File: config.mk
export PLATFORM = sky130hd
export DESIGN_NAME = benes_route_scheduler
export DESIGN_NICKNAME = d
export VERILOG_FILES = /design/src/rtl/benes_route_scheduler.sv
export SDC_FILE = /design/constraint.sdc
export NUM_CORES = 2
export LEC_CHECK = 0
export CORE_MARGIN = 1
export CORE_UTILIZATION = 45
export DETAILED_ROUTE_END_ITERATION = 16
export REMOVE_ABC_BUFFERS = 1
export SYNTH_ARGS = -nofsm -noshare
export SYNTH_HDL_FRONTEND = slang
export SYNTH_MEMORY_MAX_BITS = 65536
export SYNTH_SLANG_ARGS = --single-unit
export TNS_END_PERCENT = 10
File: constraint.sdc
create_clock -name clk -period 5.47 [get_ports clk]
set_clock_uncertainty 0.05 [all_clocks]
set_input_delay 1.094 -clock clk [delete_from_list [all_inputs] [get_ports clk]]
set_output_delay 1.094 -clock clk [all_outputs]
set_load 0.1 [all_outputs]
File: src/rtl/benes_route_scheduler.sv
// Round-robin burst scheduler and per-stage switch-select sequencer for the
// pipelined Benes network between buffer-RAM slots and arithmetic modules.

module benes_route_scheduler #(
    parameter int  SIZE       = 32,
    parameter int  SWITCH_NUM = SIZE / 2,
    parameter int  STAGE_NUM  = 2 * $clog2(SIZE) - 1,
    parameter int  REQ_NUM    = 4,
    parameter int  CFG_DEPTH  = 16,
    parameter int  MAX_BEATS  = 8,
    parameter int  IDX_W      = $clog2(CFG_DEPTH),
    localparam int BEAT_W     = $clog2(MAX_BEATS + 1),
    localparam int STAGE_W    = $clog2(STAGE_NUM),
    localparam int TAG_W      = $clog2(REQ_NUM),
    localparam int CFG_W      = 2 * SWITCH_NUM
) (
    input  logic                            clk,
    input  logic                            rst,
    input  logic [REQ_NUM-1:0]              i_req_valid,
    input  logic [REQ_NUM*IDX_W-1:0]        i_req_cfg_idx,
    input  logic [REQ_NUM*BEAT_W-1:0]       i_req_beats,
    output logic [REQ_NUM-1:0]              o_req_ready,
    input  logic                            i_cfg_wr_en,
    input  logic [IDX_W-1:0]                i_cfg_wr_idx,
    input  logic [STAGE_W-1:0]              i_cfg_wr_stage,
    input  logic [CFG_W-1:0]                i_cfg_wr_data,
    output logic                            o_cfg_wr_ready,
    output logic                            o_launch_valid,
    output logic [TAG_W-1:0]                o_launch_tag,
    output logic [STAGE_NUM*SWITCH_NUM-1:0] o_module_select,
    output logic [STAGE_NUM*SWITCH_NUM-1:0] o_slot_select,
    output logic                            o_done_valid,
    output logic [TAG_W-1:0]                o_done_tag,
    output logic                            o_busy
);

    typedef enum logic {IDLE, BURST} state_t;

    state_t state, state_next;

    logic [CFG_W-1:0]     cfg_table [CFG_DEPTH][STAGE_NUM];

    logic [IDX_W-1:0]     cur_idx;
    logic [TAG_W-1:0]     cur_tag;
    logic [TAG_W-1:0]     rr_ptr;
    logic [BEAT_W-1:0]    beats_left;

    logic                 arb_en;
    logic                 handshake;
    logic                 win_found;
    logic [TAG_W-1:0]     win_tag;
    logic [TAG_W-1:0]     cand;
    logic [IDX_W-1:0]     win_idx;
    logic [BEAT_W-1:0]    win_beats_raw;
    logic [BEAT_W-1:0]    win_beats;

    logic [STAGE_NUM-2:0] pipe_vld;
    logic [STAGE_NUM-2:0] pipe_last;
    logic [IDX_W-1:0]     pipe_idx [STAGE_NUM-1];
    logic [TAG_W-1:0]     pipe_tag [STAGE_NUM-1];

    logic [STAGE_NUM-1:0] stage_vld;
    logic [STAGE_NUM-1:0] stage_last;
    logic [IDX_W-1:0]     stage_idx [STAGE_NUM];
    logic [TAG_W-1:0]     stage_tag [STAGE_NUM];

    logic                 done_valid_q;
    logic [TAG_W-1:0]     done_tag_q;
    logic                 cfg_hazard;

    // Search for the first asserted request starting at the round-robin pointer.
    always_comb begin
        win_found = 1'b0;
        win_tag   = '0;
        cand      = '0;
        for (int i = 0; i < REQ_NUM; i++) begin
            cand = TAG_W'((int'(rr_ptr) + i) % REQ_NUM);
            if (!win_found && i_req_valid[cand]) begin
                win_found = 1'b1;
                win_tag   = cand;
            end
        end
    end

    assign arb_en        = (state == IDLE) || (beats_left == BEAT_W'(1));
    assign handshake     = arb_en && win_found;
    assign win_idx       = i_req_cfg_idx[int'(win_tag)*IDX_W +: IDX_W];
    assign win_beats_raw = i_req_beats[int'(win_tag)*BEAT_W +: BEAT_W];

    always_comb begin
        if (win_beats_raw == '0) begin
            win_beats = BEAT_W'(1);
        end else if (win_beats_raw > BEAT_W'(MAX_BEATS)) begin
            win_beats = BEAT_W'(MAX_BEATS);
        end else begin
            win_beats = win_beats_raw;
        end
    end

    always_ff @(posedge clk) begin
        if (rst) begin
            state <= IDLE;
        end else begin
            state <= state_next;
        end
    end

    // A grant on the final launch cycle chains straight into the next burst.
    always_comb begin
        state_next = state;
        case (state)
            IDLE:    if (handshake) state_next = BURST;
            BURST:   if (handshake) state_next = BURST;
                     else if (beats_left == BEAT_W'(1)) state_next = IDLE;
            default: state_next = IDLE;
        endcase
    end

    always_comb begin
        o_req_ready = '0;
        if (handshake) begin
            o_req_ready[win_tag] = 1'b1;
        end
        o_launch_valid = (state == BURST);
        o_busy         = (state == BURST) || (|pipe_vld);
    end

    always_ff @(posedge clk) begin
        if (rst) begin
            cur_idx    <= '0;
            cur_tag    <= '0;
            beats_left <= '0;
            rr_ptr     <= '0;
        end else if (handshake) begin
            cur_idx    <= win_idx;
            cur_tag    <= win_tag;
            beats_left <= win_beats;
            rr_ptr     <= (win_tag == TAG_W'(REQ_NUM - 1)) ? '0 : win_tag + TAG_W'(1);
        end else if (state == BURST) begin
            beats_left <= beats_left - BEAT_W'(1);
        end
    end

    assign o_launch_tag = cur_tag;

    // Stage 0 is the launching beat itself; later stages are the shift registers.
    always_comb begin
        stage_vld[0]  = (state == BURST);
        stage_idx[0]  = cur_idx;
        stage_tag[0]  = cur_tag;
        stage_last[0] = (beats_left == BEAT_W'(1));
        for (int s = 1; s < STAGE_NUM; s++) begin
            stage_vld[s]  = pipe_vld[s-1];
            stage_idx[s]  = pipe_idx[s-1];
            stage_tag[s]  = pipe_tag[s-1];
            stage_last[s] = pipe_last[s-1];
        end
    end

    always_ff @(posedge clk) begin
        if (rst) begin
            pipe_vld     <= '0;
            pipe_last    <= '0;
            done_valid_q <= 1'b0;
            done_tag_q   <= '0;
            for (int p = 0; p < STAGE_NUM - 1; p++) begin
                pipe_idx[p] <= '0;
                pipe_tag[p] <= '0;
            end
        end else begin
            pipe_vld     <= stage_vld[STAGE_NUM-2:0];
            pipe_last    <= stage_last[STAGE_NUM-2:0];
            done_valid_q <= stage_vld[STAGE_NUM-1] && stage_last[STAGE_NUM-1];
            if (stage_vld[STAGE_NUM-1] && stage_last[STAGE_NUM-1]) begin
                done_tag_q <= stage_tag[STAGE_NUM-1];
            end
            for (int p = 0; p < STAGE_NUM - 1; p++) begin
                pipe_idx[p] <= stage_idx[p];
                pipe_tag[p] <= stage_tag[p];
            end
        end
    end

    assign o_done_valid = done_valid_q;
    assign o_done_tag   = done_tag_q;

    // An entry may not change while any beat of a burst using it is still routing.
    always_comb begin
        cfg_hazard = 1'b0;
        for (int s = 0; s < STAGE_NUM; s++) begin
            if (stage_vld[s] && (stage_idx[s] == i_cfg_wr_idx)) begin
                cfg_hazard = 1'b1;
            end
        end
    end

    assign o_cfg_wr_ready = !cfg_hazard;

    always_ff @(posedge clk) begin
        if (!rst && i_cfg_wr_en && o_cfg_wr_ready && (i_cfg_wr_stage < STAGE_W'(STAGE_NUM))) begin
            cfg_table[i_cfg_wr_idx][i_cfg_wr_stage] <= i_cfg_wr_data;
        end
    end

    for (genvar s = 0; s < STAGE_NUM; s++) begin : g_sel
        assign o_module_select[s*SWITCH_NUM +: SWITCH_NUM] =
            stage_vld[s] ? cfg_table[stage_idx[s]][s][SWITCH_NUM-1:0] : '0;
        assign o_slot_select[s*SWITCH_NUM +: SWITCH_NUM] =
            stage_vld[s] ? cfg_table[stage_idx[s]][s][CFG_W-1:SWITCH_NUM] : '0;
    end

endmodule

==> implementation parameters <==
Parameter                              Value

Synth
  Post-synthesis register bit count    4692
  Summed instance area of the synthesized netlist    between 0.15 and 0.2 mm^2
  Synthesized area per cell    about 25 um^2
  Predominant post-synthesis flop cell    sky130_fd_sc_hd__edfxtp_1
  Cell variety after synth    49
  Yosys warns    0
  EDFF count, synth    4608
  Sequential cell area fraction in the yosys report    78.3%
  Syn Inst Count    7272
  Proportion of register bits with asynchronous set or reset after synthesis    0%

Layout
  Number of nets in the finished design    slightly above 8000
  Share of layout cells above drive strength 1    34.4%
  Commonest cells after routing, fill and taps aside    sky130_fd_sc_hd__edfxtp_1 (4608), sky130_fd_sc_hd__mux4_2 (1440), sky130_fd_sc_hd__clkbuf_16 (467), sky130_fd_sc_hd__buf_4 (454), sky130_fd_sc_hd__and2_1 (292)
  Core occupancy in the finished layout    approximately 52%
  Area occupied by registers    0.140 mm^2
  Multi-input gate area    0.0378 mm^2
  Syn-to-layout area delta    15.6%
  Area of all placed cells without fillers    0.207 mm^2
  Number of cells in the finished layout apart from fillers    approximately 14000
  Filler Cells Inserted    30000
  Commonest non-fill, non-tap cell in the layout    sky130_fd_sc_hd__edfxtp_1

Timing
  Total count of max-transition violations in the final report    0
  Slew at the pin closest to its max-slew limit    1.24 ns
  Final worst-path setup slack    0.108 ns
  RSZ-0062 raised after global routing    false
  Normalized max-slew margin    17.2%
  Final setup violation count    0
  Sum of negative setup slack    0 ns
  Highest Clock Rate    0.186 GHz
  Final worst path period need    5.36 ns
  Portion of the clock cycle consumed by the worst path in the final layout    ~98%
  Final Hold Viols    0

Route
  Number of antenna-violating nets in the routed design    0
  Wire length per cell    32.5 um
  Iter 0 DRT Violations    around 8800
  Drt drc    0
  Routed via count divided by cell count    between 5 and 6
  Via count    80700
  Detailed-router iteration count before antenna repair    6
  Wire length reported by the detailed router    445000 um

Clocking
  Root Buffer    sky130_fd_sc_hd__clkbuf_16
  TritonCTS Buffers    approximately 460
  Clock transition at the registers of the reported paths    0.06 ns
  Clock sink count    4692
  Maximum count of clock buffers along a single path    4
  Clock tree from TritonCTS    done
  H-tree depth reported by CTS    5
  Quantity of hold-fixing buffers added after cts    0
  Insertion delay of the later-clocked pin in the worst-skew pair    1.00 ns

Die
  I/O pins    roughly 380
  Standard-cell row count    231
  Std-Cell Core Area    a little under 0.4 mm^2
  Initial Util    45.2%
  Die span in y    632 um
  Die Width    between 600 and 700 um
  Die area    0.400 mm^2

Flow run
  Number of violations of the max-capacitance limit    0

Pwr
  Power density over the cells    359 mW/mm^2
  Peak VDD IR    around 0.00029 V
  Leakage power total    roughly 62 nW

Global route
  Overflow left after global routing    0
  Global Route Usage Sum    22.3%
  Antenna violations before repair    48
  Largest net degree at the start of global routing    approximately 150
  Vias in the first global route    between 80000 and 90000
  Global-route wire length before repair    632000 um

Placement
  Placed Instance Area    approximately 0.19 mm^2
  Total half-perimeter wirelength after legalization and detailed placement    255000 um
  Routability cong.    approximately 0.79
  Number of port buffers    378
  Minimum setup slack after placement    0.585 ns
  Instance count after placement with tap cells included    ~13000

Setup path
  Crit end category    primary output
  Data required, critical path    4.33 ns
  Critical path launch point type    flop
  Type of the worst setup path    flop to primary output
  CP Data Arrival Time    4.22 ns
  Top fanout value on the critical path    51

Hold path
  Hold Crit Class    primary input to flop

Outcome
  Result of the run    finished clean
per-layer routing:
layer	part of all wire [%]	routed length, um	global-route usage (%)	vias up
met5	0	0	0	-
met4	2.5	11300	5.97	0
met3	6.5	29100	2.89	541
met2	50	225000	37.4	3010
met1	40	180000	31.0	44300
li1	-	-	-	32800
cell usage after synthesis (2+ instances only):
library cell / count / area share [%]
sky130_fd_sc_hd__a21oi_1: 21 / 0.059
sky130_fd_sc_hd__nand2_1: 65 / 0.14
sky130_fd_sc_hd__inv_1: 5 / 0.010
sky130_fd_sc_hd__clkbuf_1: 161 / 0.34
sky130_fd_sc_hd__xnor2_1: 10 / 0.049
sky130_fd_sc_hd__o21ai_0: 3 / 0.0084
sky130_fd_sc_hd__and2_1: 292 / 1.0
sky130_fd_sc_hd__a211oi_1: 2 / 0.0084
sky130_fd_sc_hd__dfxtp_1: 84 / 0.94
sky130_fd_sc_hd__nor2b_1: 68 / 0.24
sky130_fd_sc_hd__a32o_1: 2 / 0.011
sky130_fd_sc_hd__nor4_1: 9 / 0.031
sky130_fd_sc_hd__edfxtp_1: 4608 / 77
sky130_fd_sc_hd__o21a_1: 2 / 0.0084
sky130_fd_sc_hd__mux2i_1: 2 / 0.011
sky130_fd_sc_hd__nor2_1: 156 / 0.33
sky130_fd_sc_hd__nor3_1: 16 / 0.045
sky130_fd_sc_hd__nand2b_1: 4 / 0.014
sky130_fd_sc_hd__a31oi_1: 3 / 0.010
sky130_fd_sc_hd__mux4_2: 1440 / 18
sky130_fd_sc_hd__buf_4: 92 / 0.39
sky130_fd_sc_hd__buf_6: 25 / 0.16
sky130_fd_sc_hd__buf_1: 67 / 0.14
sky130_fd_sc_hd__nand3_1: 25 / 0.070
sky130_fd_sc_hd__buf_2: 53 / 0.15
sky130_fd_sc_hd__xor2_1: 27 / 0.13
sky130_fd_sc_hd__and2b_1: 2 / 0.0084
sky130_fd_sc_hd__or3_1: 2 / 0.0070
sky130_fd_sc_hd__ha_1: 6 / 0.042
path summary, 6_finish.rpt:
path | from | endpoint | slack, ns | depth (start not counted)
max | flop | o_slot_select[13] | 0.11 | 5
min | i_cfg_wr_data[19] | cfg_table[4][147]$_DFFE_PP_ | 0.35 | 1
max reg2reg | pipe_idx[1][12]$_SDFF_PP0_ | cfg_table[10][64]$_DFFE_PP_ | 1.28 | 10
min reg2reg | pipe_tag[0][0]$_SDFF_PP0_ | pipe_tag[1][0]$_SDFF_PP0_ | 0.38 | 1
registers in the layout, summed over array words and instances (netlist names), named ones only:
register,cells
o_done_valid,1
cur_idx,4
rr_ptr,2
pipe_vld,8
pipe_tag,16
pipe_idx,32
o_launch_valid,1
beats_left,4
o_done_tag,2
cfg_table,4608
pipe_last,8
o_launch_tag,2
what timing repair did:
| action | in CTS | in global routing |
|---|---|---|
| pin swaps | 0 | 0 |
| resized for setup | 20 | 4 |
| endpoints found under the hold margin | 0 | 0 |
| setup buffers | 1 | 0 |
| endpoints found under the setup margin | 31 | 10 |
metrics by stage:
step	hold WS (ns)	total power [mW]
after CTS	0.298	74.8
after floorplan	0.364	42.6
final	0.354	74.3
after global placement	0.371	44.0
after detailed placement	0.375	44.0
after global routing	0.355	76.2
area by class of cell:
type / count / area share [%]
diodes: 17 / 0.0206
repair buffers: 709 / 3.60
flip-flops and latches: 4692 / 67.8
well taps: 5242 / 3.17
clock buffers: 564 / 5.84
inverters: 6 / 0.0121
multi-input cells: 2176 / 18.3
clock inverters: 286 / 1.28
worst max-delay path, stage by stage, from the launching register on:
cell and delay (ns):
sky130_fd_sc_hd__dfxtp_4 0.80, sky130_fd_sc_hd__buf_4 0.72, sky130_fd_sc_hd__mux4_2 0.45, sky130_fd_sc_hd__mux4_2 0.48, sky130_fd_sc_hd__and2_1 0.38, sky130_fd_sc_hd__buf_4 0.34
cell families after synthesis:
logic type      after synthesis  synth area share (%)
compound gates               42                 0.156
xor+xnor                     37                 0.181
fa+ha+maj                     6                0.0420
buf+inv                     404                  1.18
flops                      4692                  78.3
mux                        1443                  18.2
simple gates                648                  1.95
report_power, final:
group	switching (mW)	internal (mW)	total, mW
logic	2.35	1.17	3.52
clock network	13.3	17.7	31.0
registers	0.195	39.5	39.7
total	15.8	58.4	74.3
(Power assumes the default switching activity.)
